<file path="src/rtl/piso_serializer.sv">
`default_nettype none
// ============================================================================
// Module      : piso_serializer
// Description : Parallel-in, serial-out transmitter. Accepts a WIDTH-bit word
//               through a load/ready handshake and shifts it out one bit per
//               clock, with a valid flag and a last-bit marker. With load held
//               high, words stream back-to-back with no idle cycle between
//               them.
// Ports       : clk      - rising-edge clock
//               clear    - synchronous active-high reset
//               pi       - parallel word, sampled only on an accepting edge
//               load     - transfer request, accepted when load & ready
//               ready    - word can be accepted at this edge
//               so       - serial data bit (0 when so_valid = 0)
//               so_valid - so carries a valid bit this cycle
//               so_last  - current bit is the final bit of the word
//               busy     - frame in progress (equals so_valid)
// Revision    : 1.0 - initial release
// ============================================================================
module piso_serializer #(
    parameter int WIDTH     = 4,
    parameter bit MSB_FIRST = 1'b1
) (
    input  logic             clk,
    input  logic             clear,
    input  logic [WIDTH-1:0] pi,
    input  logic             load,
    output logic             ready,
    output logic             so,
    output logic             so_valid,
    output logic             so_last,
    output logic             busy
);

    localparam int CW = $clog2(WIDTH);

    localparam logic [0:0]    c_IDLE     = 1'b0;
    localparam logic [0:0]    c_SHIFT    = 1'b1;
    localparam logic [CW-1:0] c_CNT_LAST = CW'(WIDTH - 1);
    localparam logic [CW-1:0] c_CNT_ONE  = CW'(1);

    logic [0:0]       r_state;
    logic [WIDTH-1:0] r_sreg;
    logic [CW-1:0]    r_cnt;

    logic [WIDTH-1:0] w_sreg_shifted;
    logic             w_out_bit;
    logic             w_shifting;
    logic             w_at_last;

    // Output end of the shift register and the one-bit advance toward it.
    // Vacated positions fill with zero.
    generate
        if (MSB_FIRST) begin : g_msb_first
            assign w_sreg_shifted = {r_sreg[WIDTH-2:0], 1'b0};
            assign w_out_bit      = r_sreg[WIDTH-1];
        end else begin : g_lsb_first
            assign w_sreg_shifted = {1'b0, r_sreg[WIDTH-1:1]};
            assign w_out_bit      = r_sreg[0];
        end
    endgenerate

    assign w_shifting = (r_state == c_SHIFT);
    assign w_at_last  = (r_cnt == c_CNT_LAST);

    // ready comes from registered state only, so the next word can be taken
    // on the same edge that retires the last bit of the current one.
    assign ready    = !w_shifting || w_at_last;
    assign so_valid = w_shifting;
    assign busy     = w_shifting;
    assign so       = w_shifting && w_out_bit;
    assign so_last  = w_shifting && w_at_last;

    always_ff @(posedge clk) begin
        if (clear) begin
            r_state <= c_IDLE;
            r_sreg  <= '0;
            r_cnt   <= '0;
        end else begin
            case (r_state)
                c_IDLE: begin
                    if (load) begin
                        r_sreg  <= pi;
                        r_cnt   <= '0;
                        r_state <= c_SHIFT;
                    end
                end
                c_SHIFT: begin
                    if (!w_at_last) begin
                        // Mid-word: load is ignored and pi is not sampled.
                        r_sreg <= w_sreg_shifted;
                        r_cnt  <= r_cnt + c_CNT_ONE;
                    end else if (load) begin
                        // Gapless hand-off to the next word.
                        r_sreg <= pi;
                        r_cnt  <= '0;
                    end else begin
                        r_state <= c_IDLE;
                        r_sreg  <= '0;
                        r_cnt   <= '0;
                    end
                end
                default: begin
                    r_state <= c_IDLE;
                    r_sreg  <= '0;
                    r_cnt   <= '0;
                end
            endcase
        end
    end

endmodule
`default_nettype wire

</file>
<file path="config.mk">
export PLATFORM = sky130hd
export DESIGN_NAME = piso_serializer
export DESIGN_NICKNAME = d
export VERILOG_FILES = /design/src/rtl/piso_serializer.sv
export SDC_FILE = /design/constraint.sdc
export NUM_CORES = 1
export LEC_CHECK = 0
export ABC_AREA = 1
export CAP_MARGIN = 10
export CORE_AREA = 10 10 47 49
export DETAILED_ROUTE_END_ITERATION = 6
export DIE_AREA = 0 0 57 59
export SYNTH_ARGS = -nofsm -noshare
export SYNTH_HDL_FRONTEND = slang
export SYNTH_SLANG_ARGS = --single-unit
export TNS_END_PERCENT = 5
</file>
<file path="constraint.sdc">
create_clock -name clk -period 1.3 [get_ports clk]
set_input_delay 0.13 -clock clk [delete_from_list [all_inputs] [get_ports clk]]
set_output_delay 0.13 -clock clk [all_outputs]
set_load 0.02 [all_outputs]
</file>
# [Word level (Yosys, flattened, before mapping)]
# Cells that the tools add are included.
[classes] n_addsub=1 eq_ne=2 muxes=10 bitwise_logic=1 reduce_logical=4
[op_table] op="4-bit two-way mux" count=3
[op_table] op="4-bit case mux with 2 select lines" count=1
[op_table] op="2-bit two-way mux" count=2
[op_table] op="2-bit case mux with 2 select lines" count=1
[op_table] op="2-bit by 1-bit adder with 2-bit output (second input constant)" count=1
[op_table] op="2-bit equality test (second input constant)" count=1
[op_table] op="1-bit logical AND" count=2
[op_table] op="1-bit two-way mux" count=2
[op_table] op="2-bit != test (second input constant)" count=1
[op_table] op="1-bit case mux with 2 select lines" count=1
[op_table] op="1-bit logical NOT" count=1
[op_table] op="1-bit logical OR" count=1
[op_table] op="1-bit NOT" count=1
[totals] regBits=7 inputBits=7 output_inout_bits=5 word_cells=21

# [Longest topological paths before layout]
[depth] ltp_word=3 depth_mapped=7 mapped_depth_nobuf=7

# [Worst setup path before layout]
# OpenSTA, ideal clock, no wires.
[synth_timing] path_kind="register to register" start="register r_state (netlist: busy)" end="register r_sreg[1]" setup_ns=0.109 arrival_ns=0.928 t_required_ns=1.191 path_slack_ns=0.263 path_stages_with_launch=7 path_buffers=1 period_less_slack_ns=1.037 cell_sequence="dfxtp_1 -> buf_6 -> nand2_1 -> nand2_1 -> nand3_1 -> nand2_1 -> inv_1"
[synth_via] elab_chain_cells=2 word_cells_on_any_way=3 classes_between="1 x eq/ne; 1 x mux; 1 x bitwise"
[synth_lines] item="from (decl)" line_no="42" text="logic [0:0] r_state;"
[synth_lines] item="from (signal assigned)" line_no="76" text="r_state <= c_IDLE;"
[synth_lines] item="from (signal assigned)" line_no="85" text="r_state <= c_SHIFT;"
[synth_lines] item="from (signal assigned)" line_no="98" text="r_state <= c_IDLE;"
[synth_lines] item="1-bit NOT"
[synth_lines] item="4-bit case mux with 2 select lines or 2-bit != test (tied branches)"
[synth_lines] item="to (signal assigned)" line_no="83" text="r_sreg <= pi;"
[synth_lines] item="to (signal assigned)" line_no="91" text="r_sreg <= w_sreg_shifted;"
[synth_lines] item="to (signal assigned)" line_no="95" text="r_sreg <= pi;"
[synth_lines] item="to (decl)" line_no="43" text="logic [WIDTH-1:0] r_sreg;"
# Parallel ways exist; a longest one is shown, timed or not.
# A chain may end at the register's enable or synchronous reset.

# [Final worst setup path]
[layout_timing] start="register r_state (netlist: busy)" end="output so"
[layout_via] elab_chain_cells=1
[layout_lines] item="1-bit logical AND" line_no="71" text="assign so = w_shifting && w_out_bit;"
[layout_lines] item="to (decl)" line_no="29" text="output logic so,"
# No other way between the ends.

==> out/qor.yml <==
tightest_slew_ns: 0.249
synth_top_area_share_pct: 37.3
clkLatencyLatePin_ns: 0.25
synth_area_leader_cell: "dfxtp_1"
syn_to_final_growth_pct: 35.3
die_x_um: 57
grt_max_degree: 9
synth_edf_count: 0
drt-total-wl_um: 806
p_sw_share_pct: 26.1
power_frac_seq_pct: 46.1
cts_tree: "done"
io_buffers: 11
seq_area_frac_synth_pct: 37.3
post-cts-setup-buffers: 0
die_y_um: 59
synth.most_common_cell: "nand2_1"
via_per_inst: 4.06
dp_hpwl_um: 634
yosys_warnings: 0
netlist_area_sq_um: 375
nFillCells: 156
gr-total-overflow: 0
nets: 80
wire_per_inst_um: 9.37
required_ns: 1.17
rsz0062_at_grt: "no"
grt_pass1_vias: 327
power.internal_mw: 0.388
final-seq-area_sq_um: 141
min_path_type: "reg -> reg"
grt_pass1_wl_um: 1290
finalClockSkew_ns: 0.00327
cts_root_buf: "clkbuf_4"
power_density_mw_per_mm2: 1030
die_area_sq_mm: 0.00336
row_count: 14
status: "finished clean"
antennaDiodeCount: 0
crit_arrival_ns: 1.10
final-hold-violation-count: 0
tns_ns: 0
core_area_sq_mm: 0.00140
gp_congestion: 0.690
maxCapViolCount: 0
numCtsBuffers: 3
drt_iter0_markers: 5
vias: 349
synthArstFlopShare_pct: 0
end_kind: "output pin"
critPathKind: "reg -> out"
fmax_mhz: 811
htreeDepth: 1
clock_path_buffers: 2
synth_ff_type: "dfxtp_1"
start_kind: "register"
grt_usage_pct: 4.98
initial_core_util_pct: 26.8
drive_gt1_share_pct: 11.4
syn-num-nets: 65
yosys-top-cells-area: "dfxtp_1 37%, nand2_1 19%, inv_1 13%"
max_slew_margin_pct: 83.3
crit_fanout: 8
finalSetupViolations: 0
ys_types: 10
cts_sinks: 7
period_minus_slack_ns: 1.23
clock_power_share_pct: 37.1
cts_hold_buffers: 0
synth_commonest_cells: "19 x nand2_1, 13 x inv_1, 7 x dfxtp_1, 7 x nand3_1, 4 x a21oi_1"
drc_errors: 0
ant_nets: 0
netlist_instances: 56
antenna_found_initial: 0
first_pass_iters: 4
ir_worst_vdd_v: 0.000373
power_frac_comb_pct: 16.7
multi_input_area_sq_um: 168
finalPower_mw: 0.525
synth-seq-cells: 7
p_leak_nw: 0.290
switching_power_mw: 0.137
syn_area_per_cell_sq_um: 6.70
clkSlewWorstSetupHoldPaths_ns: 0.05
finalCritPeriodShare_pct: 94.9
maxSlewViolCount: 0
io_pins: 12
==> cell type report <==
| cell class | instances | area share (%) |
|---|---|---|
| Clock buffer | 4 | 5.17 |
| Inverter | 13 | 9.61 |
| Multi-Input combinational cell | 34 | 33.0 |
| Sequential cell | 7 | 27.8 |
| Tap cell | 16 | 3.94 |
| Timing Repair Buffer | 12 | 20.4 |
==> metal layers <==
metal | global-route usage, % | vias to the layer above | wire [um]
met5 | 0 | - | 0
met1 | 4.53 | 142 | 369
li1 | - | 194 | -
met2 | 7.44 | 11 | 341
met3 | 3.00 | 2 | 84
met4 | 5.03 | 0 | 10
==> sequential cells by signal (all words and copies together) (netlist names) <==
signal / cells
r_sreg: 4
r_cnt: 2
busy: 1
==> logic make-up (layout without fill, tap and decap cells) <==
logic type | after synthesis | count (layout) | share of synthesized area [%]
AOI/OAI and AO/OA | 5 | 5 | 6.67
adders and majority gates | 2 | 2 | 6.67
and+or+nand+nor | 27 | 27 | 31.3
buffers and inverters | 15 | 29 | 18.0
DFF | 7 | 7 | 37.3
==> worst max-delay path, stage by stage (launching register included) <==
cell and delay [ns]:
dfxtp_2 0.42, nand2_1 0.07, inv_1 0.04, dlygate4sd2_1 0.32
==> per-stage QoR <==
| step | std cells | setup slack [ns] | util (%) | hold slack [ns] | instance area, sq um |
|---|---|---|---|---|---|
| after detailed placement | 82 | -0.0858 | 35.3 | 0.467 | 494 |
| after floorplan | 56 | 0.263 | - | 0.199 | 375 |
| after global placement | 82 | -0.0659 | 35.3 | 0.466 | 494 |
| after global routing | 86 | 0.00112 | 36.3 | 0.505 | 508 |
| final | 86 | 0.0666 | 36.3 | 0.469 | 508 |
| after CTS | 86 | 0.0156 | 37.1 | 0.474 | 520 |
==> power by group through the flow <==
stage	sequential, mW	clock (mW)	combinational [mW]
floorplan	0.243	0	0.0555
global placement	0.245	0	0.0958
CTS	0.242	0.202	0.0913
finish	0.242	0.195	0.0878
detailed placement	0.246	0	0.0950
global route	0.243	0.222	0.0994
==> path summary, 6_finish.rpt <==
path,from,to,slack (ns),cells after the start
setup / recovery,busy$_SDFF_PP0_,so,0.07,3
setup reg to reg,r_cnt[0]$_SDFFE_PP0P_,r_sreg[1]$_SDFFE_PP0P_,0.18,7
hold / removal,r_sreg[0]$_SDFFE_PP0P_,r_sreg[0]$_SDFFE_PP0P_,0.47,2
hold reg to reg,r_sreg[0]$_SDFFE_PP0P_,r_sreg[0]$_SDFFE_PP0P_,0.47,2
==> repair_timing <==
action,in CTS,in global routing
gates resized for setup,10,2
endpoints found under the setup margin,5,2
cloned,0,0
pin swaps,0,0
==> cell usage in the layout (no fill, tap or decap) <==
cell | netlist | final
nor2_4 | 1 | 1
nand3_1 | 7 | 7
clkbuf_1 | 0 | 1
dfxtp_2 | 0 | 1
clkbuf_4 | 0 | 3
dfxtp_1 | 7 | 6
buf_2 | 0 | 2
inv_1 | 13 | 13
dlygate4sd2_1 | 0 | 3
o21ai_0 | 1 | 1
ha_1 | 2 | 2
nand2_1 | 19 | 19
buf_4 | 1 | 1
clkdlybuf4s50_1 | 0 | 6
a21oi_1 | 4 | 4
(Power assumes the default switching activity.)
